===== config.mk =====
export PLATFORM = sky130hd
export DESIGN_NAME = instr_fetch
export DESIGN_NICKNAME = d
export VERILOG_FILES = /design/src/rtl/instr_fetch.sv
export SDC_FILE = /design/constraint.sdc
export NUM_CORES = 1
export LEC_CHECK = 0
export ABC_AREA = 1
export CELL_PAD_IN_SITES_DETAIL_PLACEMENT = 1
export CELL_PAD_IN_SITES_GLOBAL_PLACEMENT = 1
export CORE_UTILIZATION = 32
export DETAILED_ROUTE_END_ITERATION = 10
export GPL_TIMING_DRIVEN = 0
export PLACE_DENSITY = 0.79
export SYNTH_ARGS = -nofsm -noshare
export SYNTH_HDL_FRONTEND = slang
export SYNTH_SLANG_ARGS = --single-unit

===== constraint.sdc =====
create_clock -name clk -period 5.55 [get_ports clk]
set_clock_uncertainty 0.1 [all_clocks]
set_input_delay 0.555 -clock clk [delete_from_list [all_inputs] [get_ports clk]]
set_output_delay 0.555 -clock clk [all_outputs]
set_load 0.005 [all_outputs]

===== src/rtl/instr_fetch.sv =====
// Fetch stage: owns the PC, drives a req/ack instruction-memory port, and presents
// fetched words to the decoder over valid/ready, squashing fetches made stale by redirects.
module instr_fetch #(
   parameter logic [31:0] RESET_PC = 32'h0000_0000,
   parameter logic [31:0] PC_STEP  = 32'd1
) (
   input  logic        clk,
   input  logic        rst_n,
   output logic        imem_req,
   output logic [31:0] imem_addr,
   input  logic        imem_ack,
   input  logic [31:0] imem_rdata,
   output logic [31:0] instruction,
   output logic        instr_valid,
   input  logic        instr_ready,
   output logic [31:0] pc_out,
   input  logic        redirect,
   input  logic [31:0] redirect_pc,
   output logic [31:0] fetch_count
);

   localparam logic [1:0] S_IDLE    = 2'd0;
   localparam logic [1:0] S_REQ     = 2'd1;
   localparam logic [1:0] S_PRESENT = 2'd2;
   localparam logic [1:0] S_DRAIN   = 2'd3;

   logic [1:0]  state_q, state_d;
   logic [31:0] pc_q, pc_d;
   logic        req_q, req_d;
   logic [31:0] addr_q, addr_d;
   logic [31:0] instr_q, instr_d;
   logic        valid_q, valid_d;
   logic [31:0] pcout_q, pcout_d;
   logic [31:0] cnt_q, cnt_d;

   always_comb begin
      state_d = state_q;
      pc_d    = pc_q;
      req_d   = req_q;
      addr_d  = addr_q;
      instr_d = instr_q;
      valid_d = valid_q;
      pcout_d = pcout_q;
      cnt_d   = cnt_q;
      case (state_q)
         S_IDLE: begin
            req_d   = 1'b1;
            state_d = S_REQ;
            if (redirect) begin
               pc_d   = redirect_pc;
               addr_d = redirect_pc;
            end else begin
               addr_d = pc_q;
            end
         end
         S_REQ: begin
            if (redirect) begin
               pc_d = redirect_pc;
               // Without an ack the old request must still complete; its data is dropped in DRAIN.
               if (imem_ack) addr_d = redirect_pc;
               else          state_d = S_DRAIN;
            end else if (imem_ack) begin
               instr_d = imem_rdata;
               pcout_d = addr_q;
               valid_d = 1'b1;
               req_d   = 1'b0;
               state_d = S_PRESENT;
            end
         end
         S_PRESENT: begin
            if (redirect) begin
               valid_d = 1'b0;
               pc_d    = redirect_pc;
               req_d   = 1'b1;
               addr_d  = redirect_pc;
               state_d = S_REQ;
            end else if (instr_ready) begin
               cnt_d   = cnt_q + 32'd1;
               pc_d    = pc_q + PC_STEP;
               valid_d = 1'b0;
               req_d   = 1'b1;
               addr_d  = pc_q + PC_STEP;
               state_d = S_REQ;
            end
         end
         S_DRAIN: begin
            if (redirect) pc_d = redirect_pc;
            if (imem_ack) begin
               addr_d  = redirect ? redirect_pc : pc_q;
               state_d = S_REQ;
            end
         end
         default: state_d = S_IDLE;
      endcase
   end

   always_ff @(posedge clk or negedge rst_n) begin
      if (!rst_n) begin
         state_q <= S_IDLE;
         pc_q    <= RESET_PC;
         req_q   <= 1'b0;
         addr_q  <= RESET_PC;
         instr_q <= 32'd0;
         valid_q <= 1'b0;
         pcout_q <= RESET_PC;
         cnt_q   <= 32'd0;
      end else begin
         state_q <= state_d;
         pc_q    <= pc_d;
         req_q   <= req_d;
         addr_q  <= addr_d;
         instr_q <= instr_d;
         valid_q <= valid_d;
         pcout_q <= pcout_d;
         cnt_q   <= cnt_d;
      end
   end

   assign imem_req    = req_q;
   assign imem_addr   = addr_q;
   assign instruction = instr_q;
   assign instr_valid = valid_q;
   assign pc_out      = pcout_q;
   assign fetch_count = cnt_q;

endmodule


==> run_results.csv <==
group,metric,value,unit
critical_path,required,5770,ps
outcome,status,"finished, final reports clean",
final_layout,design_area,12050,um^2
yosys,synth_top_area_share,0.4573,
yosys,synth_fp_nets,1194,
yosys,synthMuxAreaShare,0.07026,
clock_tree,post_cts_resized,0,
timing,grt_setup_unrepaired,"no",
global_routing,grt_pass1_wl,50670,um
clock_tree,clkSinkCount,164,
placement,place.gp.congestion,0.9366,
detailed_routing,drt_wl_total,32040,um
yosys,synthAdderAreaFrac,0.006971,
detailed_routing,ant_nets,0,
min_path,min_from,"pc_out[9]$_DFFE_PN0P_",
final_layout,areaGrowthSynthToFinish,34.24,%
detailed_routing,wl_per_cell,18.59,um
clock_tree,clk_transition_reported_paths,70,ps
detailed_routing,drt_iter0_markers,504,
min_path,hold_class,"flop to flop",
yosys,async_reset_ff_frac,1.000,
yosys,synth_top_area_cell,"dfrtp_1",
timing,drv_slew,0,
yosys,synth_edf_count,0,
final_layout,fin_nets,1412,
timing,fin_ws,2930,ps
clock_tree,cts_setup_buffers,0,
global_routing,grt_max_degree,110,
power_and_ir_drop,p_switching,2.658,mW
placement,hpwl,23270,um
clock_tree,tritoncts,"built",
yosys,ys_dominant_reg_cell,"dfrtp_1",
critical_path,worstPathArrival,2840,ps
die,initial_core_util,0.3293,
die,die_w,169.5,um
die,rows,60,
power_and_ir_drop,power_frac_seq,0.331,
yosys,synth.top_cells.by_count,"330 x nand2_1, 164 x dfrtp_1, 113 x nor2_1, 103 x a21oi_1, 77 x inv_1",
power_and_ir_drop,clockPowerShare,0.192,
timing,fin_crit_sh,0.4721,
power_and_ir_drop,intPower,3.749,mW
yosys,synth_top_family_by_area,"simple AND/OR/NAND/NOR gates",
critical_path,reg2reg_from,"state_q[0]$_DFFE_PN0P_",
die,io_pins,199,
flow_run,cap_violations,0,
yosys,synthCells,1120,
power_and_ir_drop,power_density,531.8,nW/um^2
clock_tree,cts-htree-levels,4,
yosys,syn_area_per_cell,8.013,um^2
yosys,ys_seq_area_frac,0.4573,
yosys,ys_warn_count,0,
global_routing,overflow,0,
clock_tree,ctsLongestPathBuffers,2,
power_and_ir_drop,max-vdd-ir-drop,0.3049,mV
critical_path,critPathMaxFanout,10,
global_routing,antenna_found_initial,3,
critical_path,cp-start-kind,"flop",
yosys,ys_top_cells_by_area,"dfrtp_1 46%, nand2_1 14%, mux2_2 7.0%",
timing,setup_viol,0,
detailed_routing,vias,8873,
critical_path,endpoint_kind,"flop",
final_layout,drive_gt1_frac,0.1103,
clock_tree,numCtsBuffers,17,
placement,dpl-instance-area,11440,um^2
detailed_routing,dr.pass1.iters,5,
power_and_ir_drop,p_leak,5.474,nW
yosys,synth_compound_area_frac,0.1124,
clock_tree,cts-root-buf,"clkbuf_16",
power_and_ir_drop,switching_share,0.4148,
global_routing,track_usage,0.2283,
global_routing,grt_pass1_vias,9317,
placement,pre_cts_slack,2774,ps
yosys,synth.distinct_cells,42,
die,die_height,169.5,um
timing,fin_crit,2620,ps
detailed_routing,avgViaCountPerCell,5.150,
timing,finalHoldViolations,0,
timing,worst_pin_slew,930.6,ps
yosys,ys_ff_latch,164,
critical_path,cp-startpoint,"state_q[0]$_DFFE_PN0P_",
yosys,yosysMostFrequentCell,"nand2_1",
placement,portBuffers,197,
critical_path,path_class,"flop to flop",
die,core,27250,um^2
clock_tree,clock_latency,440,ps
clock_tree,hold_buffers,1,
yosys,netlist_area,8975,um^2
detailed_routing,post-route-drc-count,0,
timing,max_freq,381.6,MHz
yosys,synthSimpleGateAreaFrac,0.2629,
die,die-area,28720,um^2
timing,relSlewSlack,0.3749,
yosys,synthXorXnorAreaFrac,0.02928,
power_and_ir_drop,pwr-share-comb,0.478,
final_layout,antenna_cells,0,
[registers in the layout, summed over array words and instances, names as in the netlist]
register,count
pc_out,32
pc_q,32
fetch_count,32
imem_req,1
instr_valid,1
state_q,2
imem_addr,32
instruction,32
[path summary, 6_finish.rpt]
path,end,slack [ps],cells past startpoint
worst max-delay path,imem_addr[30]$_DFFE_PN0P_,2930,8
worst min-delay path,pc_out[9]$_DFFE_PN0P_,390,2
worst max register to register,imem_addr[30]$_DFFE_PN0P_,2930,8
worst min register to register,pc_out[9]$_DFFE_PN0P_,390,2
max in group asynchronous,instruction[11]$_DFFE_PN0P_,3890,3
min in group asynchronous,instruction[30]$_DFFE_PN0P_,530,2
[per-stage QoR]
stage	hold slack (ps)	std cells	util	power, mW	setup TNS (ps)
5_1_grt	420.2	1723	0.4421	6.863	0
2_1_floorplan	159.4	1120	-	3.626	0
3_5_place_dp	376.3	1690	0.4200	5.183	0
6_report	388.6	1723	0.4421	6.407	0
3_3_place_gp	369.0	1689	0.4188	5.049	-576100
4_1_cts	394.2	1723	0.4421	6.446	0
[cells in the final DEF, fill, tap and decap left out, types with 2 or more instances in the layout]
cell	instances
a21oi_1	103
a22oi_1	16
a31oi_1	2
buf_2	21
buf_4	6
clkbuf_1	21
clkbuf_16	17
clkdlybuf4s50_1	196
clkinv_4	2
clkinv_8	2
clkinvlp_4	4
dfrtp_1	164
ha_1	5
inv_1	77
inv_2	2
inv_6	4
inv_8	2
mux2_2	56
nand2_1	330
nand2_2	3
nand2_4	4
nand3_1	53
nand4_1	12
nor2_1	113
nor2_2	7
nor2_4	7
nor2_8	2
nor3_1	13
o211ai_1	6
o21ai_0	45
o21ai_1	3
o22ai_1	2
o31ai_1	3
xnor2_1	11
xor2_1	19
[layout make-up]
| type | count | area [um^2] |
|---|---|---|
| repair buffers | 199 | 2014 |
| inverters | 80 | 302.8 |
| flip-flops and latches | 164 | 4104 |
| well taps | 372 | 465.4 |
| multi-input cells | 826 | 4324 |
| fillers | 3304 | 15200 |
| clock buffers | 17 | 425.4 |
| plain buffers | 50 | 244.0 |
| clock inverters | 15 | 167.7 |
[cell families after synthesis]
group,count (synthesis)
simple gates,550
fa+ha+maj,5
xor+xnor,30
buf+inv,130
compound gates,185
mux,56
flops,164
[layer usage]
layer,wire [um],GRT usage,up-vias
li1,-,-,4095
met1,13390,0.2827,4393
met2,15340,0.3845,305
met3,2378,0.05224,76
met4,902,0.08931,4
met5,24,0,-
[power groups by stage]
stage	combinational, mW	clock, mW	sequential, mW
floorplan	1.55	0	2.08
global route	3.38	1.29	2.19
CTS	3.08	1.25	2.12
global placement	2.94	0	2.10
detailed placement	3.05	0	2.13
finish	3.06	1.23	2.12
[worst max-delay path, cell delays in order (launching register included)]
cell and delay [ps]:
dfrtp_1 400, inv_1 60, ha_1 280, clkbuf_1 200
clkbuf_1 530, clkbuf_1 550, a21oi_1 170, nand2_1 150
nand2_1 60
Power figures use the tool's default switching activity.
==> RTL edit: new RTL, same settings <==
Make the reset (`rst_n`) synchronous in one clocked block.
--- a/src/rtl/instr_fetch.sv
+++ b/src/rtl/instr_fetch.sv
@@ -96,3 +96,3 @@
 
-   always_ff @(posedge clk or negedge rst_n) begin
+   always_ff @(posedge clk) begin
       if (!rst_n) begin
Function: differs if rst_n is asserted again (counterexample within 4 cycles, from zero or initial values and one cycle with rst_n low); with rst_n held inactive, the same outputs for 4 cycles.
==> RTL edit against the original RTL <==
Register-to-register slack improved by 340 ps. Critical endpoint is now pc_q[6]$_SDFFE_PN0P_. Final area decreased by 1.3%. Setup slack improved by 250 ps. Area after synthesis decreased by 1.3%. Sequential cell count unchanged. Wire length increased by 15%. First-iteration DRC count increased by 58%. Synthesized cell count increased by 23%. Maximum frequency increased by 11%.
Power is not compared: it rests on default switching activity, and its combinational part moved more than twofold at a synthesized area within 25%.
==> RTL edit: results (changes against the original RTL) <==
- Pin count of the biggest net entering global routing: 17 (-85%)
- IO Port Bufs: 198 (+0.51%)
- Post-synthesis compound-gate area fraction: 0.195 (+0.0823)
- Synth top cells by count: 365 x nand2_1, 222 x a21oi_1, 164 x dfxtp_1, 145 x nor2_1, 120 x nand3_1
- Inst Count DP: 1922 (+14%)
- Non-clock buffers, area share: 0.197 (+0.00922)
- First DRT Iteration DRCs: 798 (+58%)
- Post-synthesis sequential area ratio: 0.371 (-0.0866)
- Synth area leaders: dfxtp_1 37%, nand2_1 15%, a21oi_1 13%
- GRT met2 Usage: 0.432 (+0.0472)
- Clk_buf instances: 18 (+1)
- Post-synthesis xor/xnor area fraction: 0.00396 (-0.0253)
- Critical Path AT: 2630 ps (-210 ps)
- Tot GR Track Use: 0.262 (+0.0333)
- Metal3 WL: 1980 µm (-17%)
- Final Power: 3.35 mW
- Routed vias: 10500 (+18%)
- Met2 wire length: 17000 µm (+11%)
- Multi-input gate share of total cell area: 0.410 (+0.0512)
- Worst-Margin Slew: 733 ps (-198 ps)
- Share of layout cells above drive strength 1: 0.0589 (-0.0514)
- First-pass GRT wire length: 57700 µm (+14%)
- Via density: 5.36 (+4.0%)
- Clock-cell share of area: 0.0525 (+0.00328)
- Fin util: 0.440 (-0.00215)
- Repair and plain buffers: 280 (+12%)
- Initial antenna violation count: 1 (-2)
- Met3 Usage GRT: 0.0421 (-0.0102)
- Non-clock inverter total of the final layout: 91 (+14%)
- Ys async rst share: 0 (-1.00)
- Pre-CTS WS: 2790 ps (+14.4 ps)
- Synth Flop Type: dfxtp_1
- Placed inst area: 11300 µm² (-1.6%)
- Outcome: complete, no violations
[RTL edit: cell types whose count changed in the layout (fill, tap and decap cells not counted), sizes merged, moves of 14 or more]
cell    change
dfrtp     -164
dfxtp     +164
a21oi     +119
nand3      +66
mux2       -56
o21ai      +54
nand2      +38
nor2       +29
clkbuf     +25
xor2       -19
a22oi      -16
nor3       +14
[RTL edit: worst paths after layout]
kind | cells after the start | start | to | slack (ps)
min reg2reg | 2 | instruction[22]$_SDFFE_PN0P_ | instruction[22]$_SDFFE_PN0P_ | 360
max | 5 | rst_n | pc_q[6]$_SDFFE_PN0P_ | 3180
max reg2reg | 10 | state_q[0]$_SDFFE_PN0P_ | pc_q[18]$_SDFFE_PN0P_ | 3270
min | 2 | instruction[22]$_SDFFE_PN0P_ | instruction[22]$_SDFFE_PN0P_ | 360
